## src/rtl/pn_ctrl_pkg.sv

```systemverilog
// Shared types and constants for the PN burst controller: FSM states and the
// 4-bit x^4+x^3+1 LFSR geometry.
package pn_ctrl_pkg;

  localparam int LFSR_W = 4;
  localparam int TAP_HI = 3;
  localparam int TAP_LO = 0;

  typedef enum logic [1:0] {
    ST_IDLE = 2'd0,
    ST_LOAD = 2'd1,
    ST_RUN  = 2'd2,
    ST_DONE = 2'd3
  } state_e;

  // Right-shifting Fibonacci step; feedback enters at the MSB.
  function automatic logic [LFSR_W-1:0] lfsr_next(input logic [LFSR_W-1:0] s);
    return {s[TAP_LO] ^ s[TAP_HI], s[LFSR_W-1:1]};
  endfunction

endpackage

```

## src/rtl/pn_lfsr4.sv

```systemverilog
// 4-bit PN generator register: parallel load has priority over stepping.
module pn_lfsr4
  import pn_ctrl_pkg::*;
(
  input  logic              sys_clk,
  input  logic              sys_rst_n,
  input  logic              load,
  input  logic              en,
  input  logic [LFSR_W-1:0] seed,
  output logic [LFSR_W-1:0] state
);

  logic [LFSR_W-1:0] state_q, state_d;

  always_comb begin
    state_d = state_q;
    if (load)    state_d = seed;
    else if (en) state_d = lfsr_next(state_q);
  end

  always_ff @(posedge sys_clk or negedge sys_rst_n) begin
    if (!sys_rst_n) state_q <= '0;
    else            state_q <= state_d;
  end

  assign state = state_q;

endmodule

```

## src/rtl/pn_burst_ctrl.sv

```systemverilog
// PN chip burst controller with valid/ready output handshake.
// Optional zero-seed rejection is built when PN_SEED_CHECK_EN is defined.
module pn_burst_ctrl
  import pn_ctrl_pkg::*;
#(
  parameter int LEN_W = 16
) (
  input  logic             sys_clk,
  input  logic             sys_rst_n,
  input  logic             start,
  input  logic [3:0]       seed,
  input  logic [LEN_W-1:0] chip_cnt,
  input  logic             stop,
  input  logic             out_ready,
  output logic             out_valid,
  output logic             out_bit,
  output logic             out_last,
  output logic             busy,
  output logic             done,
  output logic             period_tick,
  output logic             err_seed
);

  state_e            state_q, state_d;
  logic [LFSR_W-1:0] seed_q, seed_d;
  logic [LEN_W-1:0]  len_q, len_d;
  logic [LEN_W-1:0]  cnt_q, cnt_d;
  logic [LFSR_W-1:0] lfsr_state;
  logic              lfsr_load;
  logic              run, xfer, last_hit, seed_bad;

  assign run      = (state_q == ST_RUN);
  assign xfer     = run && out_ready;
  // A zero length means continuous, so it never produces a final chip.
  assign last_hit = run && (len_q != '0) && (cnt_q == len_q - LEN_W'(1));

`ifdef PN_SEED_CHECK_EN
  logic err_q, err_d;
  assign seed_bad = (seed == '0);
  assign err_d    = (state_q == ST_IDLE) && start && seed_bad;

  always_ff @(posedge sys_clk or negedge sys_rst_n) begin
    if (!sys_rst_n) err_q <= 1'b0;
    else            err_q <= err_d;
  end

  assign err_seed = err_q;
`else
  assign seed_bad = 1'b0;
  assign err_seed = 1'b0;
`endif

  always_comb begin
    state_d   = state_q;
    seed_d    = seed_q;
    len_d     = len_q;
    cnt_d     = cnt_q;
    lfsr_load = 1'b0;
    case (state_q)
      ST_IDLE: begin
        if (start && !seed_bad) begin
          seed_d  = seed;
          len_d   = chip_cnt;
          state_d = ST_LOAD;
        end
      end
      ST_LOAD: begin
        lfsr_load = 1'b1;
        cnt_d     = '0;
        state_d   = ST_RUN;
      end
      ST_RUN: begin
        if (xfer) cnt_d = cnt_q + LEN_W'(1);
        // Stop together with the final transfer is just a normal end.
        if ((xfer && last_hit) || stop) state_d = ST_DONE;
      end
      ST_DONE: state_d = ST_IDLE;
      default: state_d = ST_IDLE;
    endcase
  end

  always_ff @(posedge sys_clk or negedge sys_rst_n) begin
    if (!sys_rst_n) begin
      state_q <= ST_IDLE;
      seed_q  <= '0;
      len_q   <= '0;
      cnt_q   <= '0;
    end else begin
      state_q <= state_d;
      seed_q  <= seed_d;
      len_q   <= len_d;
      cnt_q   <= cnt_d;
    end
  end

  pn_lfsr4 u_lfsr (
    .sys_clk   (sys_clk),
    .sys_rst_n (sys_rst_n),
    .load      (lfsr_load),
    .en        (xfer),
    .seed      (seed_q),
    .state     (lfsr_state)
  );

  assign out_valid   = run;
  assign out_bit     = run && lfsr_state[0];
  assign out_last    = last_hit;
  assign busy        = (state_q != ST_IDLE);
  assign done        = (state_q == ST_DONE);
  assign period_tick = xfer && (lfsr_next(lfsr_state) == seed_q);

endmodule

```

## config.mk

```make
export PLATFORM = sky130hd
export DESIGN_NAME = pn_burst_ctrl
export DESIGN_NICKNAME = d
export VERILOG_FILES = /design/src/rtl/pn_ctrl_pkg.sv /design/src/rtl/pn_lfsr4.sv /design/src/rtl/pn_burst_ctrl.sv
export SDC_FILE = /design/constraint.sdc
export NUM_CORES = 1
export LEC_CHECK = 0
export ABC_AREA = 1
export CAP_MARGIN = 20
export CORE_MARGIN = 10
export CORE_UTILIZATION = 40
export CTS_CLUSTER_DIAMETER = 80
export DETAILED_ROUTE_END_ITERATION = 12
export HOLD_SLACK_MARGIN = 0.15
export PLACE_DENSITY = 0.68
export SLEW_MARGIN = 20
export SYNTH_ARGS = -nofsm -noshare
export SYNTH_HDL_FRONTEND = slang
export SYNTH_SLANG_ARGS = --single-unit
```

## constraint.sdc

```tcl
create_clock -name sys_clk -period 2 [get_ports sys_clk]
set_input_delay 0.4 -clock sys_clk [delete_from_list [all_inputs] [get_ports sys_clk]]
set_output_delay 0.4 -clock sys_clk [all_outputs]
set_load 0.02 [all_outputs]
```

==> flow_metrics.env, run 1 <==
export IMPL_via_per_inst=4.86
export IMPL_start_util=0.419
export IMPL_startpoint_type="flip-flop"
export IMPL_path_cells="buf_4 > nor2_4 > nand2_4 > nor2_4 > nand3b_1 > nand2_1 > nand2_1 > nor3_2 > and2_4 > buf_6"
export IMPL_p_sw_frac=0.419
export IMPL_worstPathRequired_ns=1.60
export IMPL_antenna_cells=0
export IMPL_firstDrtPassIters=5
export IMPL_drt_iter0_markers=124
export IMPL_finalSetupViolations=3
export IMPL_syn_nets=394
export IMPL_critPathMaxStageDelay_ns=0.39
export IMPL_ioPinCount=32
export IMPL_antenna_found_initial=0
export IMPL_cts_tree="built"
export IMPL_totalWireLength_um=7190
export IMPL_hold_class="in2async"
export IMPL_drv_slew=0
export IMPL_worst_hold_slack_ns=0.163
export IMPL_grt_pass1_vias=2752
export IMPL_cp_top_family="simple AND/OR/NAND/NOR gates"
export IMPL_max_freq_mhz=418
export IMPL_p_int_mw=2.79
export IMPL_gp_congestion=0.895
export IMPL_clock_path_buffers=2
export IMPL_clkTransAtPathRegs_ns=0.09
export IMPL_final_nets=505
export IMPL_arrival_ns=1.99
export IMPL_path_max_fanout=7
export IMPL_rsz0062_at_grt="true"
export IMPL_powerDensity_nw_per_um2=1220
export IMPL_drt_wirelength_per_cell_um=13.1
export IMPL_dp_hpwl_um=5540
export IMPL_setup_ws_ns=-0.392
export IMPL_cts_sinks=42
export IMPL_skew_ns=0.0116
export IMPL_seq_power_share=0.299
export IMPL_fin_crit_ns=2.39
export IMPL_final_period_utilization=1.20
export IMPL_portBuffers=30
export IMPL_maxSlewHeadroom=0.495
export IMPL_grt_pass1_wl_um=12300
export IMPL_cts_root_buffer="clkbuf_8"
export IMPL_ys_seq_area_frac=0.388
export IMPL_hold_viol_final=0
export IMPL_p_total_mw=4.80
export IMPL_dieArea_sq_um=10500
export IMPL_fp_coreArea_sq_um=6460
export IMPL_status="finished, violations left"
export IMPL_r2r_start="len_q[1]$_DFFE_PN0P_"
export IMPL_timing_rr_end="state_q[1]$_DFFE_PN0P_"
export IMPL_insertion_delay_ns=0.30
export IMPL_violations="setup timing"
export IMPL_area_growth_pct=45.4
export IMPL_layout_common_cells="84 x nand2_1, 76 x buf_4, 49 x nor2_1"
export IMPL_p_comb_frac=0.588
export IMPL_grt_overflow_total=0
export IMPL_slowest_stage="dfrtp_1"
export IMPL_syn_inst=361
export IMPL_synth_warnings=0
export IMPL_yosysUniqueCellTypes=33
export IMPL_die_h_um=102
export IMPL_layout_drive_gt1_share=0.324
export IMPL_die_w_um=102
export IMPL_grt_usage=0.145
export IMPL_syn_area_sq_um=2710
export IMPL_r2r_slack_ns=-0.01
export IMPL_cts_max_level=2
export IMPL_p_leak_nw=1.94
export IMPL_grt_max_degree=33
export IMPL_crit_path_end_kind="output pin"
export IMPL_worstMarginPinSlew_ns=0.758
export IMPL_num_rows=29
export IMPL_vias=2668
export IMPL_detail_route_antenna_nets=0
export IMPL_avgSynthCellArea_sq_um=7.50
export IMPL_utilization=0.610
export IMPL_p_sw_mw=2.01
export IMPL_crit_buf_inv=2
export IMPL_cap_viol_max_count=0
export IMPL_path_class="reg2out"
export IMPL_drc=0
export IMPL_r2r_cells=15
export IMPL_finalSetupTns_ns=-0.416
export IMPL_ir_drop_v=0.000784
export IMPL_synth_seq_cells=42
export IMPL_layout_commonest_cell="nand2_1"
export IMPL_place_ws_ns=-0.564
export IMPL_numCtsBuffers=5
export IMPL_pwr_share_clk=0.113
-- per-layer routing --
layer / up-vias / part of all wire / GRT usage
met1: 1232 / 0.46 / 0.179
met3: 15 / 0.048 / 0.0378
li1: 1361 / - / -
met2: 60 / 0.47 / 0.239
met4: 0 / 0.019 / 0.0488
met5: - / 0 / 0
-- cell type report --
cell class | count | area, sq um
clock buffers | 5 | 68.8
clock inverters | 2 | 15.0
fillers | 560 | 2520
inverters | 44 | 165
multi-input cells | 270 | 1650
flip-flops and latches | 42 | 1050
well taps | 77 | 96.3
repair buffers | 109 | 895
-- cells in the mapped netlist --
cell / n / area [sq um]
nor3_1: 2 / 10.0
ha_1: 8 / 100
clkinv_1: 1 / 3.75
a21oi_1: 18 / 90.1
or2_0: 1 / 6.26
dfrtp_1: 42 / 1050
nor2_4: 2 / 22.5
nand2_2: 5 / 31.3
nand2_1: 92 / 345
xor2_1: 10 / 87.6
buf_4: 1 / 7.51
conb_1: 1 / 3.75
nor3_2: 1 / 10.0
clkbuf_1: 4 / 15.0
a211oi_1: 1 / 7.51
o21a_1: 1 / 7.51
xnor2_1: 9 / 78.8
o22ai_1: 1 / 6.26
nand3_1: 22 / 110
nand4_1: 2 / 12.5
a211oi_2: 1 / 12.5
inv_1: 43 / 161
nor2_1: 54 / 203
nand4_2: 2 / 25.0
and2_1: 2 / 12.5
o221ai_1: 3 / 26.3
o21ai_0: 7 / 35.0
nand3_2: 1 / 10.0
or2_2: 2 / 12.5
mux2_2: 10 / 113
nand3b_1: 3 / 22.5
nor2_2: 8 / 50.1
a21boi_4: 1 / 18.8
-- flip-flops by register name (all words and copies together) (netlist names) --
signal / cells
cnt_q: 16
len_q: 16
seed_q: 4
state_q: 2
u_lfsr.state: 4
-- what timing repair did --
item                       in CTS  in global routing
pin swaps                      15                 18
hold buffers                    0                  0
buffers inserted                3                  8
setup endpoints to repair      12                 10
gates resized for setup        50                 18
-- power groups by stage --
stage	Clock [mW]	Combinational [mW]	Sequential, mW
detailed placement	0	2.54	1.42
finish	0.542	2.82	1.43
global route	0.594	3.14	1.47
CTS	0.558	2.72	1.43
floorplan	0	1.41	1.40
global placement	0	2.49	1.42
-- kinds of logic (layout without fill, tap and decap cells) --
family | Yosys count | after routing | synth area share
DFF | 42 | 42 | 0.388
muxes | 10 | 10 | 0.0416
buffers and inverters | 49 | 160 | 0.0693
and+or+nand+nor | 199 | 199 | 0.326
AOI/OAI and AO/OA | 33 | 33 | 0.0753
adders and majority gates | 8 | 8 | 0.0370
xor gates and xnor gates | 19 | 19 | 0.0614
other | 1 | 1 | 0.00138
-- worst reg2reg max path: cells and delay by family, from the launching register on --
family	cells	cell delay [ns]
flops	1	0.39
buf+inv	3	0.34
xor+xnor	1	0.14
simple gates	11	1.04
-- metrics by stage --
| stage | std cells | instance area, sq um |
|---|---|---|
| final | 549 | 3940 |
| after global routing | 549 | 3940 |
| after CTS | 542 | 3830 |
| after detailed placement | 532 | 3600 |
| after global placement | 532 | 3600 |
| after floorplan | 361 | 2720 |
-- worst max path at each step --
stage / startpoint / end / slack (ns) / cells past startpoint
after detailed placement: len_q[0]$_DFFE_PN0P_ / out_last / -0.56 / 12
after CTS: len_q[1]$_DFFE_PN0P_ / out_last / -0.42 / 11
after global routing: len_q[0]$_DFFE_PN0P_ / out_last / -0.55 / 12
final: len_q[1]$_DFFE_PN0P_ / out_last / -0.39 / 10
after floorplan: len_q[0]$_DFFE_PN0P_ / out_last / 0.03 / 11
after global placement: len_q[0]$_DFFE_PN0P_ / out_last / -0.54 / 12
Note: power is estimated with default switching activity, not from simulation.
==> run 2, diff against run 1 <==
PLACE_DENSITY = default   (was 0.68)
PLACE_DENSITY_LB_ADDON = 0.05   (was default)
==> run 2 against run 1 <==
Effect of this change: the run still ends with setup timing left; hold slack gained 0.38 ns; setup slack gained 0.018 ns; routed wire length shrank 3.4%; fmax grew 0.74%.
==> flow_metrics.env, run 2 (synthesis results as in run 1) <==
export IMPL_firstDrtPassIters=4
export IMPL_met2WireLength_um=3150
export IMPL_grt_pass1_vias=2637
export IMPL_cts_sinks=42
export IMPL_startpoint_type="flip-flop"
export IMPL_gp_congestion=0.854
export IMPL_drc=0
export IMPL_final_nets=500
export IMPL_drv_slew=0
export IMPL_layout_drive_gt1_share=0.323
export IMPL_finalSetupViolations=2
export IMPL_rsz0062_at_grt="true"
export IMPL_crit_path_end_kind="output pin"
export IMPL_path_cells="inv_2 > ha_4 > nand2_1 > nand3_2 > nor2_1 > nand3_1 > nor2_1 > nand3_1 > nor3_4 > and2_4 > buf_6"
export IMPL_wl_met1_um=3380
export IMPL_seq_power_share=0.303
export IMPL_layout_common_cells="86 x nand2_1, 70 x buf_4, 49 x nor2_1"
export IMPL_p_leak_nw=1.91
export IMPL_grt_overflow_total=0
export IMPL_slowest_stage="dfrtp_1"
export IMPL_utilization=0.607
export IMPL_ir_drop_v=0.000814
export IMPL_grt_max_degree=31
export IMPL_skew_ns=0.00471
export IMPL_p_comb_frac=0.576
export IMPL_p_int_mw=2.80
export IMPL_drt_iter0_markers=83
export IMPL_r2r_slack_ns=-0.03
export IMPL_pwr_share_clk=0.120
export IMPL_cts_root_buffer="clkbuf_8"
export IMPL_cap_viol_max_count=0
export IMPL_dieArea_sq_um=10500
export IMPL_grt_pass1_wl_um=12100
export IMPL_numCtsBuffers=5
export IMPL_p_sw_frac=0.414
export IMPL_hold_viol_final=0
export IMPL_num_rows=29
export IMPL_status="finished, violations left"
export IMPL_arrival_ns=1.97
export IMPL_cts_tree="built"
export IMPL_top_regs="cnt_q x16, len_q x16"
export IMPL_worstPathRequired_ns=1.60
export IMPL_crit_buf_inv=2
export IMPL_vias=2582
export IMPL_topRoutingLayerUsed="met4"
export IMPL_start_util=0.419
export IMPL_layout_commonest_cell="nand2_1"
export IMPL_antenna_found_initial=0
export IMPL_via_per_inst=4.74
export IMPL_final_period_utilization=1.19
export IMPL_powerDensity_nw_per_um2=1220
export IMPL_clock_path_buffers=2
export IMPL_p_total_mw=4.78
export IMPL_hold_class="reg2reg"
export IMPL_grt_usage=0.143
export IMPL_totalWireLength_um=6950
export IMPL_cp_top_family="simple AND/OR/NAND/NOR gates"
export IMPL_area_growth_pct=44.7
export IMPL_die_h_um=102
export IMPL_cts_max_level=2
export IMPL_max_freq_mhz=421
export IMPL_fp_coreArea_sq_um=6460
export IMPL_drt_wirelength_per_cell_um=12.7
export IMPL_portBuffers=30
export IMPL_antenna_cells=0
export IMPL_fin_crit_ns=2.37
export IMPL_clkTransAtPathRegs_ns=0.08
export IMPL_setup_ws_ns=-0.374
export IMPL_path_class="reg2out"
export IMPL_path_max_fanout=2
export IMPL_numPlacedInstances=530
export IMPL_instances_no_fill=545
export IMPL_insertion_delay_ns=0.29
export IMPL_p_sw_mw=1.98
export IMPL_die_w_um=102
export IMPL_dp_hpwl_um=5530
export IMPL_route_met3_wl_um=345
export IMPL_detail_route_antenna_nets=0
export IMPL_critPathMaxStageDelay_ns=0.40
export IMPL_violations="setup timing"
export IMPL_ioPinCount=32
==> run 2: cell types whose count changed in the layout (fill, tap and decap cells not counted), sizes merged <==
cell,before,now
inv,44,43
dlygate4sd3,0,1
clkinv,0,2
buf,83,77
clkbuf,5,8
clkdlybuf4s15,1,0
clkinvlp,2,0
==> run 2: worst register-to-register path, cell delays in order (launching register included) <==
cell and delay, ns:
dfrtp_1 0.42, buf_4 0.17, inv_2 0.07, ha_4 0.14, nand2_4 0.08, a21boi_4 0.20, nand3_2 0.14, nor2_4 0.11
nand2_2 0.07, nor2_4 0.13, nand2_1 0.08, clkinv_2 0.06, a21oi_1 0.06, a211oi_2 0.21
==> run 2: final timing paths <==
check	startpoint	to	depth (start not counted)
max	len_q[1]$_DFFE_PN0P_	out_last	11
min	seed_q[3]$_DFFE_PN0P_	u_lfsr.state[3]$_DFFE_PN0P_	2
max reg2reg	state_q[1]$_DFFE_PN0P_	cnt_q[12]$_DFFE_PN0P_	13
min reg2reg	seed_q[3]$_DFFE_PN0P_	u_lfsr.state[3]$_DFFE_PN0P_	2
max in group asynchronous	sys_rst_n	len_q[3]$_DFFE_PN0P_	3
min in group asynchronous	sys_rst_n	cnt_q[2]$_DFFE_PN0P_	2
==> run 2: repair_timing <==
item	CTS	global route
pin swaps	6	18
cloned	0	0
hold endpoints to repair	18	0
hold buffers	1	0
setup buffers	2	4
gates resized for setup	41	30
endpoints found under the setup margin	13	12
==> run 2: per-layer routing <==
| metal | GRT usage | up-vias |
|---|---|---|
| met4 | 0.0390 | 0 |
| met2 | 0.232 | 37 |
| li1 | - | 1349 |
| met1 | 0.184 | 1190 |
| met5 | 0 | - |
| met3 | 0.0351 | 6 |
==> run 2: metrics by stage <==
| step | cell area, sq um | setup TNS [ns] | setup WS, ns | hold WS (ns) |
|---|---|---|---|---|
| after floorplan | 2720 | 0 | 0.0282 | 0.104 |
| after global placement | 3610 | -2.23 | -0.592 | 0.385 |
| after detailed placement | 3610 | -2.50 | -0.633 | 0.386 |
| after CTS | 3830 | -0.386 | -0.386 | 0.547 |
| after global routing | 3920 | -0.973 | -0.477 | 0.580 |
| final | 3920 | -0.407 | -0.374 | 0.542 |
==> run 2: area by class of cell <==
class | count | area, sq um
Clock buffer | 7 | 86.3
Clock inverter | 1 | 5.00
Fill cell | 612 | 2540
Inverter | 44 | 166
Multi-Input combinational cell | 270 | 1640
Sequential cell | 42 | 1050
Tap cell | 77 | 96.3
Timing Repair Buffer | 104 | 872
==> run 2: power groups by stage <==
stage	sequential (mW)	combinational, mW	clock, mW
6_report	1.45	2.75	0.576
5_1_grt	1.49	3.08	0.627
3_3_place_gp	1.42	2.51	0
3_5_place_dp	1.43	2.53	0
4_1_cts	1.43	2.65	0.595
2_1_floorplan	1.40	1.41	0
